==> src/rtl/gpdi_timing_ctrl.sv <==
// gpdi_timing_ctrl: video timing generator and pixel sequencer feeding the GPDI serializer.
// Defining GPDI_TEST_PATTERN_EN adds I_test_en and an internal 8-bar colour pattern.
module gpdi_timing_ctrl #(
    parameter int unsigned H_ACTIVE = 640,
    parameter int unsigned H_FP     = 16,
    parameter int unsigned H_SYNC   = 96,
    parameter int unsigned H_BP     = 48,
    parameter int unsigned V_ACTIVE = 480,
    parameter int unsigned V_FP     = 10,
    parameter int unsigned V_SYNC   = 2,
    parameter int unsigned V_BP     = 33,
    parameter bit          HS_POL   = 1'b0,
    parameter bit          VS_POL   = 1'b0
) (
    input  logic        I_pix_clk,
    input  logic        I_rst,
    input  logic [23:0] I_fifo_data,
    input  logic        I_fifo_empty,
    output logic        O_fifo_rd,
    input  logic        I_underrun_clr,
    output logic        O_underrun,
    output logic        O_frame_start,
    output logic        O_line_start,
    output logic        O_rgb_vs,
    output logic        O_rgb_hs,
    output logic        O_rgb_de,
    output logic [7:0]  O_rgb_r,
    output logic [7:0]  O_rgb_g,
`ifdef GPDI_TEST_PATTERN_EN
    output logic [7:0]  O_rgb_b,
    input  logic        I_test_en
`else
    output logic [7:0]  O_rgb_b
`endif
);

    localparam int unsigned CNT_W   = 12;
    localparam int unsigned H_TOTAL = H_ACTIVE + H_FP + H_SYNC + H_BP;
    localparam int unsigned V_TOTAL = V_ACTIVE + V_FP + V_SYNC + V_BP;

    localparam logic [CNT_W-1:0] H_LAST     = CNT_W'(H_TOTAL - 1);
    localparam logic [CNT_W-1:0] V_LAST     = CNT_W'(V_TOTAL - 1);
    localparam logic [CNT_W-1:0] H_ACT      = CNT_W'(H_ACTIVE);
    localparam logic [CNT_W-1:0] V_ACT      = CNT_W'(V_ACTIVE);
    localparam logic [CNT_W-1:0] H_SYNC_BEG = CNT_W'(H_ACTIVE + H_FP);
    localparam logic [CNT_W-1:0] H_SYNC_END = CNT_W'(H_ACTIVE + H_FP + H_SYNC);
    localparam logic [CNT_W-1:0] V_SYNC_BEG = CNT_W'(V_ACTIVE + V_FP);
    localparam logic [CNT_W-1:0] V_SYNC_END = CNT_W'(V_ACTIVE + V_FP + V_SYNC);

    logic [CNT_W-1:0] r_h;
    logic [CNT_W-1:0] r_v;
    logic             w_active;
    logic             w_hs_a;
    logic             w_vs_a;
    logic             w_test;
    logic             w_starve;
    logic             r_s1_active;
    logic             r_s1_hs;
    logic             r_s1_vs;
    logic             r_s1_starved;
    logic [23:0]      w_pix;

`ifdef GPDI_TEST_PATTERN_EN
    logic [2:0]       w_bar;
    logic [2:0]       r_s1_bar;
    logic             r_s1_test;
    assign w_test = I_test_en;
`else
    assign w_test = 1'b0;
`endif

    // Raster counters: h wraps at end of line and advances v.
    always_ff @(posedge I_pix_clk) begin
        if (I_rst) begin
            r_h <= '0;
            r_v <= '0;
        end else if (r_h == H_LAST) begin
            r_h <= '0;
            r_v <= (r_v == V_LAST) ? '0 : r_v + CNT_W'(1);
        end else begin
            r_h <= r_h + CNT_W'(1);
        end
    end

    assign w_active  = (r_h < H_ACT) && (r_v < V_ACT);
    assign w_hs_a    = (r_h >= H_SYNC_BEG) && (r_h < H_SYNC_END);
    assign w_vs_a    = (r_v >= V_SYNC_BEG) && (r_v < V_SYNC_END);
    assign w_starve  = w_active && I_fifo_empty && !w_test;
    assign O_fifo_rd = w_active && !I_fifo_empty && !w_test && !I_rst;

    // Sticky underrun; a new starvation wins over a clear in the same cycle.
    always_ff @(posedge I_pix_clk) begin
        if (I_rst) begin
            O_underrun <= 1'b0;
        end else if (w_starve) begin
            O_underrun <= 1'b1;
        end else if (I_underrun_clr) begin
            O_underrun <= 1'b0;
        end
    end

    always_ff @(posedge I_pix_clk) begin
        if (I_rst) begin
            O_frame_start <= 1'b0;
            O_line_start  <= 1'b0;
        end else begin
            O_frame_start <= (r_h == '0) && (r_v == '0);
            O_line_start  <= (r_h == '0) && (r_v < V_ACT);
        end
    end

    // Stage 1: hold timing flags while the FIFO returns the pixel.
    always_ff @(posedge I_pix_clk) begin
        if (I_rst) begin
            r_s1_active  <= 1'b0;
            r_s1_hs      <= 1'b0;
            r_s1_vs      <= 1'b0;
            r_s1_starved <= 1'b0;
        end else begin
            r_s1_active  <= w_active;
            r_s1_hs      <= w_hs_a;
            r_s1_vs      <= w_vs_a;
            r_s1_starved <= w_starve;
        end
    end

`ifdef GPDI_TEST_PATTERN_EN
    // Bar index = floor(h*8/H_ACTIVE) via constant thresholds, registered into stage 1.
    always_comb begin
        w_bar = 3'd0;
        for (int unsigned k = 1; k < 8; k++) begin
            if ({3'b000, r_h, 3'b000} >= 18'(k * H_ACTIVE)) begin
                w_bar = 3'(k);
            end
        end
    end

    always_ff @(posedge I_pix_clk) begin
        if (I_rst) begin
            r_s1_bar  <= 3'd0;
            r_s1_test <= 1'b0;
        end else begin
            r_s1_bar  <= w_bar;
            r_s1_test <= I_test_en;
        end
    end
`endif

    always_comb begin
        w_pix = 24'h000000;
        if (r_s1_active && !r_s1_starved) begin
            w_pix = I_fifo_data;
        end
`ifdef GPDI_TEST_PATTERN_EN
        if (r_s1_active && r_s1_test) begin
            w_pix = {{8{~r_s1_bar[1]}}, {8{~r_s1_bar[2]}}, {8{~r_s1_bar[0]}}};
        end
`endif
    end

    // Stage 2: registered outputs to the serializer.
    always_ff @(posedge I_pix_clk) begin
        if (I_rst) begin
            O_rgb_de <= 1'b0;
            O_rgb_hs <= ~HS_POL;
            O_rgb_vs <= ~VS_POL;
            O_rgb_r  <= 8'h00;
            O_rgb_g  <= 8'h00;
            O_rgb_b  <= 8'h00;
        end else begin
            O_rgb_de <= r_s1_active;
            O_rgb_hs <= r_s1_hs ? HS_POL : ~HS_POL;
            O_rgb_vs <= r_s1_vs ? VS_POL : ~VS_POL;
            O_rgb_r  <= w_pix[23:16];
            O_rgb_g  <= w_pix[15:8];
            O_rgb_b  <= w_pix[7:0];
        end
    end

endmodule

==> config.mk <==
export PLATFORM = sky130hd
export DESIGN_NAME = gpdi_timing_ctrl
export DESIGN_NICKNAME = d
export VERILOG_FILES = /design/src/rtl/gpdi_timing_ctrl.sv
export SDC_FILE = /design/constraint.sdc
export NUM_CORES = 1
export LEC_CHECK = 0
export BUFFER_PORTS_ARGS = -buffer_cell sky130_fd_sc_hd__buf_2
export CORE_MARGIN = 5
export CORE_UTILIZATION = 35
export DETAILED_ROUTE_END_ITERATION = 8
export SYNTH_ARGS = -nofsm -noshare
export SYNTH_HDL_FRONTEND = slang
export SYNTH_SLANG_ARGS = --single-unit
==> constraint.sdc <==
create_clock -name I_pix_clk -period 7.3 [get_ports I_pix_clk]
set_clock_uncertainty 0.2 [all_clocks]
set_input_delay 1.46 -clock I_pix_clk [delete_from_list [all_inputs] [get_ports I_pix_clk]]
set_output_delay 1.46 -clock I_pix_clk [all_outputs]
set_load 0.05 [all_outputs]
==> key figures, run 1 <==
Clocking
  – Reg clk slew, reported paths: 0.07 ns
  – CTS resizes: 0
  – Insertion delay to the later sink of the worst-skew pair: 0.33 ns
  – CTS H-tree lvls: 3
  – Clock buffer depth: 2
  – CTS tree: done
  – Total CTS buffers: 9
  – Clock Sinks: 58
  – Root Buffer Master: clkbuf_8
  – Hold-fix buffers, CTS: 0
  – Post-CTS Setup Repair Bufs: 0

Detailed routing
  – Via density: 4.696
  – Total Wirelength: 4410 um
  – Starting DRT DRC Count: 90
  – DRT met1 WL: 2017 um
  – Length of routed met3 wiring: 467 um
  – Routed len/inst: 12.08 um
  – Initial DRT Pass Iterations: 4
  – Routed Antenna Nets: 0
  – DRC Markers: 0
  – Met2 WL: 1887 um
  – Top layer in use: met4
  – Via count: 1714

Place
  – I/O Buffers: 58
  – HPWL after DPL: 3213 um
  – Post-Place Setup Slack: 2.825 ns
  – RD Place Congestion: 0.7972

Job
  – Max cap viols: 0

Floorplan
  – Die area: 0.007925 mm^2
  – Effective utilization at floorplan: 0.3649
  – # rows: 28
  – I/O pin count: 59
  – Die X: 89.03 um
  – Core ar.: 0.005991 mm^2
  – Die height: 89.03 um

Yosys
  – Async set-reset flop share out of synthesis: 0
  – Netlist Area Pre-Place: 0.002186 mm^2
  – Number of synthesized register bits: 58
  – Synth Instances: 226
  – Main flop type after synthesis: dfxtp_1
  – Yosys cell types: 34
  – Sequential area share after synthesis: 0.5312
  – EDFF count, synth: 0
  – Post-Syn Nets: 259
  – Synthesized area per cell: 9.672 um^2
  – Yosys Warn Count: 0

Worst setup path
  – Reg2Reg Setup Slack: 4.50 ns
  – Most used cell along the critical path: buf_2
  – CP startpoint: I_rst
  – Worst path slowest cell: or4_1
  – Cell family with most CP delay: simple AND/OR/NAND/NOR gates
  – Buf/Inv on CP: 2
  – Path depth of the worst reg2reg path: 4
  – CP peak stage delay: 0.46 ns
  – End of the worst register-to-register path: r_v[0]$_SDFFE_PP0N_
  – Worst Path Required: 5.64 ns
  – Crit path max fanout: 11
  – WS Path Type: in2out
  – Worst R2R Start: r_h[5]$_SDFF_PP0_
  – Cell Chain, Critical Path: buf_2 -> or4_1 -> and4b_1 -> nor2b_1 -> buf_2
  – Worst EP arrival: 2.80 ns
  – CP Capture Type: output port
  – Worst setup SP type: primary input

Min path
  – Worst min path class: reg2reg
  – Worst hold path stage count: 1
  – Min-Delay Endpoint: O_rgb_vs$_SDFF_PP1_
  – HP Start: r_s1_vs$_SDFF_PP0_

GRT
  – Total GRT Usage: 0.1152
  – GRT overflow: 0
  – Largest net degree at the start of global routing: 25
  – Vias in the first global route: 1571
  – Initial antenna violation count: 0
  – Global-route wire length before repair: 7079 um

Timing
  – PnR worst setup slack: 2.837 ns
  – Tmin final: 4.463 ns
  – Setup violators final: 0
  – Fmax: 224.1 MHz
  – Fin. Hold Viols: 0
  – RSZ-0062 raised after global routing: false
  – Pin slew with the least headroom to its limit: 1.110 ns
  – TNS Setup: 0 ns
  – Max_slew headroom: 0.2584
  – Final worst-path cycle share: 0.6114
  – Count of pins over their slew limit: 0

Pwr
  – Worst VDD drop: 0.0001823 V
  – Power Dens Cells: 270.9 mW/mm^2
  – Pleak: 1.125 nW

Finish
  – Fraction of final layout cells sized beyond drive strength 1: 0.2655
  – Layout area overhead: 25.70%
  – # nets final: 318
  – Antenna cell count: 0

Outcome
  – Status: completed
flip-flops by register name, indices dropped and copies added, names as in the netlist:
name           cells
O_rgb_vs           1
O_rgb_b            8
O_rgb_hs           1
O_rgb_r            8
O_line_start       1
O_underrun         1
r_v               12
O_rgb_g            8
r_h               12
r_s1_active        1
r_s1_starved       1
r_s1_vs            1
O_frame_start      1
r_s1_hs            1
O_rgb_de           1
kinds of logic after synthesis:
| logic type | after synthesis | synth area share |
|---|---|---|
| xor gates and xnor gates | 11 | 0.04408 |
| DFF | 58 | 0.5312 |
| buffers and inverters | 17 | 0.04465 |
| AOI/OAI and AO/OA | 26 | 0.06869 |
| adders and majority gates | 5 | 0.02862 |
| and+or+nand+nor | 109 | 0.2828 |
power breakdown:
part | switching, mW | total, mW | internal, mW
logic | 0.0377 | 0.0540 | 0.0163
clock network | 0.133 | 0.362 | 0.229
registers | 0.00304 | 0.328 | 0.325
cells in the mapped netlist, types with 3 or more instances:
cell,count,area [um^2]
xnor2_1,9,78.83
inv_1,7,26.28
or4_1,5,37.54
nand3_1,9,45.04
nor4_1,3,18.77
nand4_1,8,50.05
buf_6,4,45.04
ha_1,5,62.56
nand2_1,8,30.03
or3_1,6,37.54
and2_1,26,162.7
o31ai_1,3,22.52
nor2_1,23,86.33
nand2b_1,3,18.77
a21oi_1,11,55.05
nor3_1,5,25.02
nor2b_1,4,25.02
clkbuf_1,5,18.77
dfxtp_1,58,1161
o21ai_0,8,40.04
per-stage QoR:
| step | power [mW] | instances | utilization | hold WS [ns] | cell area [um^2] |
|---|---|---|---|---|---|
| 6_report | 0.7443 | 365 | 0.4586 | 0.1771 | 2748 |
| 5_1_grt | 0.7735 | 365 | 0.4586 | 0.2105 | 2748 |
| 4_1_cts | 0.7565 | 365 | 0.4586 | 0.1811 | 2748 |
| 3_5_place_dp | 0.3902 | 349 | 0.4171 | 0.1644 | 2499 |
| 3_3_place_gp | 0.3899 | 349 | 0.4171 | 0.1620 | 2499 |
| 2_1_floorplan | 0.3734 | 226 | - | 0.1559 | 2186 |
final cells by class:
cell class / instances / area (um^2)
clock inverters: 7 / 125.1
repair buffers: 58 / 290.3
multi-input cells: 151 / 927.1
well taps: 75 / 93.84
clock buffers: 9 / 123.9
fillers: 603 / 3243
inverters: 7 / 26.28
flip-flops and latches: 58 / 1161
metal layers:
metal	up-vias	track usage
met3	4	0.04700
met4	0	0.05277
met1	757	0.1389
li1	898	-
met5	-	0
met2	55	0.1802
cell usage in the layout (no fill, tap or decap), types with 8 or more instances in the layout:
| cell | count |
|---|---|
| nand4_1 | 8 |
| buf_2 | 58 |
| dfxtp_1 | 58 |
| o21ai_0 | 8 |
| and2_1 | 26 |
| nor2_1 | 23 |
| xnor2_1 | 9 |
| nand3_1 | 9 |
| a21oi_1 | 11 |
| nand2_1 | 8 |
| clkbuf_8 | 9 |
worst max-delay path by stage:
| stage | end | slack (ns) | depth (start not counted) |
|---|---|---|---|
| global placement | O_fifo_rd | 2.86 | 5 |
| CTS | O_fifo_rd | 2.82 | 5 |
| floorplan | O_fifo_rd | 2.75 | 3 |
| detailed placement | O_fifo_rd | 2.82 | 5 |
| global route | O_fifo_rd | 2.76 | 5 |
| finish | O_fifo_rd | 2.84 | 5 |
(Power assumes the default switching activity.)
==> inputs of run 2 (changes only) <==
ABC_AREA = 1   (was unset)
clock period = 4.5 ns   (was 7.3 ns; I/O delays follow)
==> run 2 against run 1 <==
Clock power is 40% higher. Largest power group is now sequential cells. Core utilization is 2.1 points lower. Non-clock buffer count stayed put. Hold slack worse by 0.0052 ns. Clock-buffer cell count stayed put. Critical path depth is 1 higher. First-iteration DRC count is 32% lower. Largest cell class unchanged.
==> key figures, run 2 <==
Outcome
  – Status: completed

Min path
  – Worst min path class: reg2reg

Pwr
  – Switching Fraction: 0.2410
  – Seq pwr share: 0.471
  – Cell-internal power: 0.8586 mW
  – Comb pwr share: 0.082
  – P_sw: 0.2726 mW
  – Power Dens Cells: 386.5 mW/mm^2
  – Worst VDD drop: 0.0001784 V
  – Clock share of power: 0.447
  – Pleak: 1.478 nW

Yosys
  – Post-synth top area share: 0.4918
  – Number of synthesized register bits: 58
  – Yosys Warn Count: 0
  – Main flop type after synthesis: dfxtp_1
  – Async set-reset flop share out of synthesis: 0
  – Netlist Area Pre-Place: 0.002361 mm^2
  – Post-synth top cells: nor2_1 (63), dfxtp_1 (58), inv_1 (56), nand2_1 (55), nand3_1 (16)
  – Sequential area share after synthesis: 0.4918
  – Yosys cell types: 33
  – Synthesized area per cell: 7.641 um^2
  – Cell with the most instances after synthesis: nor2_1
  – Largest cells by area after synthesis: dfxtp_1 (49%), nor2_1 (10%), inv_1 (8.9%)
  – Cell taking the most area after synthesis: dfxtp_1
  – Synth Instances: 309
  – EDFF count, synth: 0
  – Post-Syn Nets: 342

Detailed routing
  – Total Wirelength: 4926 um
  – Via count: 1965
  – Routed Antenna Nets: 0
  – Initial DRT Pass Iterations: 6
  – Routed len/inst: 10.78 um
  – DRC Markers: 0
  – Via density: 4.300
  – Starting DRT DRC Count: 61

Finish
  – Antenna cell count: 0
  – Layout area overhead: 23.95%
  – Number of fill cells: 701
  – Largest regs: r_h x12, r_v x12
  – Commonest non-fill, non-tap cells in the layout: nor2_1 (63), dfxtp_1 (58), buf_2 (58), inv_1 (56), nand2_1 (55)
  – # nets final: 406
  – Fraction of final layout cells sized beyond drive strength 1: 0.2467
  – Commonest non-fill, non-tap cell in the layout: nor2_1

Clocking
  – CTS resizes: 0
  – Clock buffer depth: 2
  – Total CTS buffers: 9
  – CTS tree: done
  – Post-CTS Setup Repair Bufs: 0
  – Reg clk slew, reported paths: 0.06 ns
  – Hold-fix buffers, CTS: 0
  – CTS H-tree lvls: 3
  – Insertion delay to the later sink of the worst-skew pair: 0.33 ns
  – Clock Sinks: 58
  – Root Buffer Master: clkbuf_8

Worst setup path
  – Worst path slowest cell: dfxtp_1
  – Cell Chain, Critical Path: nand2_1 -> nor2_1 -> nor3_1 -> nand2_1 -> nor3_1 -> buf_2
  – CP Capture Type: output port
  – WS Path Type: reg2out
  – Worst EP arrival: 1.62 ns
  – Crit path max fanout: 5
  – Worst setup SP type: flop
  – Worst Path Required: 3.40 ns
  – CP peak stage delay: 0.34 ns

Place
  – RD Place Congestion: 0.8576
  – I/O Buffers: 58
  – Post-Place Setup Slack: 1.874 ns
  – HPWL after DPL: 3607 um

Timing
  – RSZ-0062 raised after global routing: false
  – Min Hold Slack: 0.1719 ns
  – Fmax: 367.2 MHz
  – PnR worst setup slack: 1.777 ns
  – Pin slew with the least headroom to its limit: 0.7567 ns
  – TNS Setup: 0 ns
  – Max_slew headroom: 0.4943
  – Count of pins over their slew limit: 0
  – Tmin final: 2.723 ns
  – Setup violators final: 0
  – Final worst-path cycle share: 0.6052
  – Fin. Hold Viols: 0

Job
  – Max cap viols: 0

GRT
  – GRT Max-Usage Layer: met2
  – Initial antenna violation count: 0
  – Met3 usage: 0.05086
  – Global-route wire length before repair: 8424 um
  – Total GRT Usage: 0.1238
  – Largest net degree at the start of global routing: 25
  – Vias in the first global route: 1914
  – Met1 Track Usage GR: 0.1398
  – Met2 usage: 0.2141
  – GRT overflow: 0

Floorplan
  – I/O pin count: 59
  – Effective utilization at floorplan: 0.3534
  – Die X: 92.13 um
  – Core ar.: 0.006681 mm^2
  – Die height: 92.13 um
  – Die area: 0.008488 mm^2
  – # rows: 30
[run 2: cell types whose count changed after synthesis, moves of 4 or more]
cell	delta
inv_1	+49
nand2_1	+47
nor2_1	+40
and2_1	-26
a21oi_1	-9
xnor2_1	-8
nand3_1	+7
o21ai_0	-6
or3_1	-6
nor3_1	+5
or4_1	-5
nor2b_1	-4
[run 2: path summary, 6_finish.rpt]
kind	from	to	slack (ns)	cells past startpoint
setup / recovery	r_v[5]$_SDFFE_PP0N_	O_fifo_rd	1.78	6
hold / removal	r_s1_vs$_SDFF_PP0_	O_rgb_vs$_SDFF_PP1_	0.17	1
setup reg to reg	r_h[0]$_SDFF_PP0_	r_v[3]$_SDFFE_PP0N_	2.28	8
hold reg to reg	r_s1_vs$_SDFF_PP0_	O_rgb_vs$_SDFF_PP1_	0.17	1
[run 2: power by group through the flow]
stage	Clock, mW	Combinational, mW	Sequential (mW)
floorplan	0	0.0268	0.583
global placement	0	0.0936	0.544
detailed placement	0	0.0946	0.544
CTS	0.523	0.0949	0.533
global route	0.543	0.102	0.534
finish	0.505	0.0932	0.533
[run 2: cells by family after synthesis]
logic type,after synthesis,synth area share
flops,58,0.4918
simple gates,164,0.3116
compound gates,12,0.03869
buf+inv,64,0.1092
fa+ha+maj,5,0.02650
xor+xnor,6,0.02226
[run 2: final cells by class]
cell class / instances / area, um^2 / share of cell area
Clock inverter: 6 / 82.58 / 0.02822
Timing Repair Buffer: 58 / 290.3 / 0.09919
Inverter: 59 / 226.5 / 0.07738
Multi-Input combinational cell: 187 / 942.2 / 0.3219
Tap cell: 80 / 100.1 / 0.03420
Sequential cell: 58 / 1161 / 0.3967
Clock buffer: 9 / 123.9 / 0.04233
[run 2: worst max-delay path, delay by kind of cell, from the launching register on]
family                 cells  cell delay (ns)
AND/OR/NAND/NOR            5             0.66
flip-flops                 1             0.34
buffers and inverters      1             0.29
[run 2: metal layers]
metal / share of wire / up-vias / wire (um)
li1: - / 1070 / -
met3: 0.046 / 6 / 227
met2: 0.50 / 40 / 2469
met1: 0.44 / 849 / 2180
met4: 0.0097 / 0 / 48
met5: 0 / - / 0
[run 2: per-stage QoR]
stage / cells / power [mW] / util / area [um^2]
2_1_floorplan: 309 / 0.6102 / - / 2361
3_3_place_gp: 442 / 0.6376 / 0.4071 / 2720
3_5_place_dp: 442 / 0.6390 / 0.4071 / 2720
4_1_cts: 457 / 1.151 / 0.4380 / 2927
5_1_grt: 457 / 1.179 / 0.4380 / 2927
6_report: 457 / 1.131 / 0.4380 / 2927
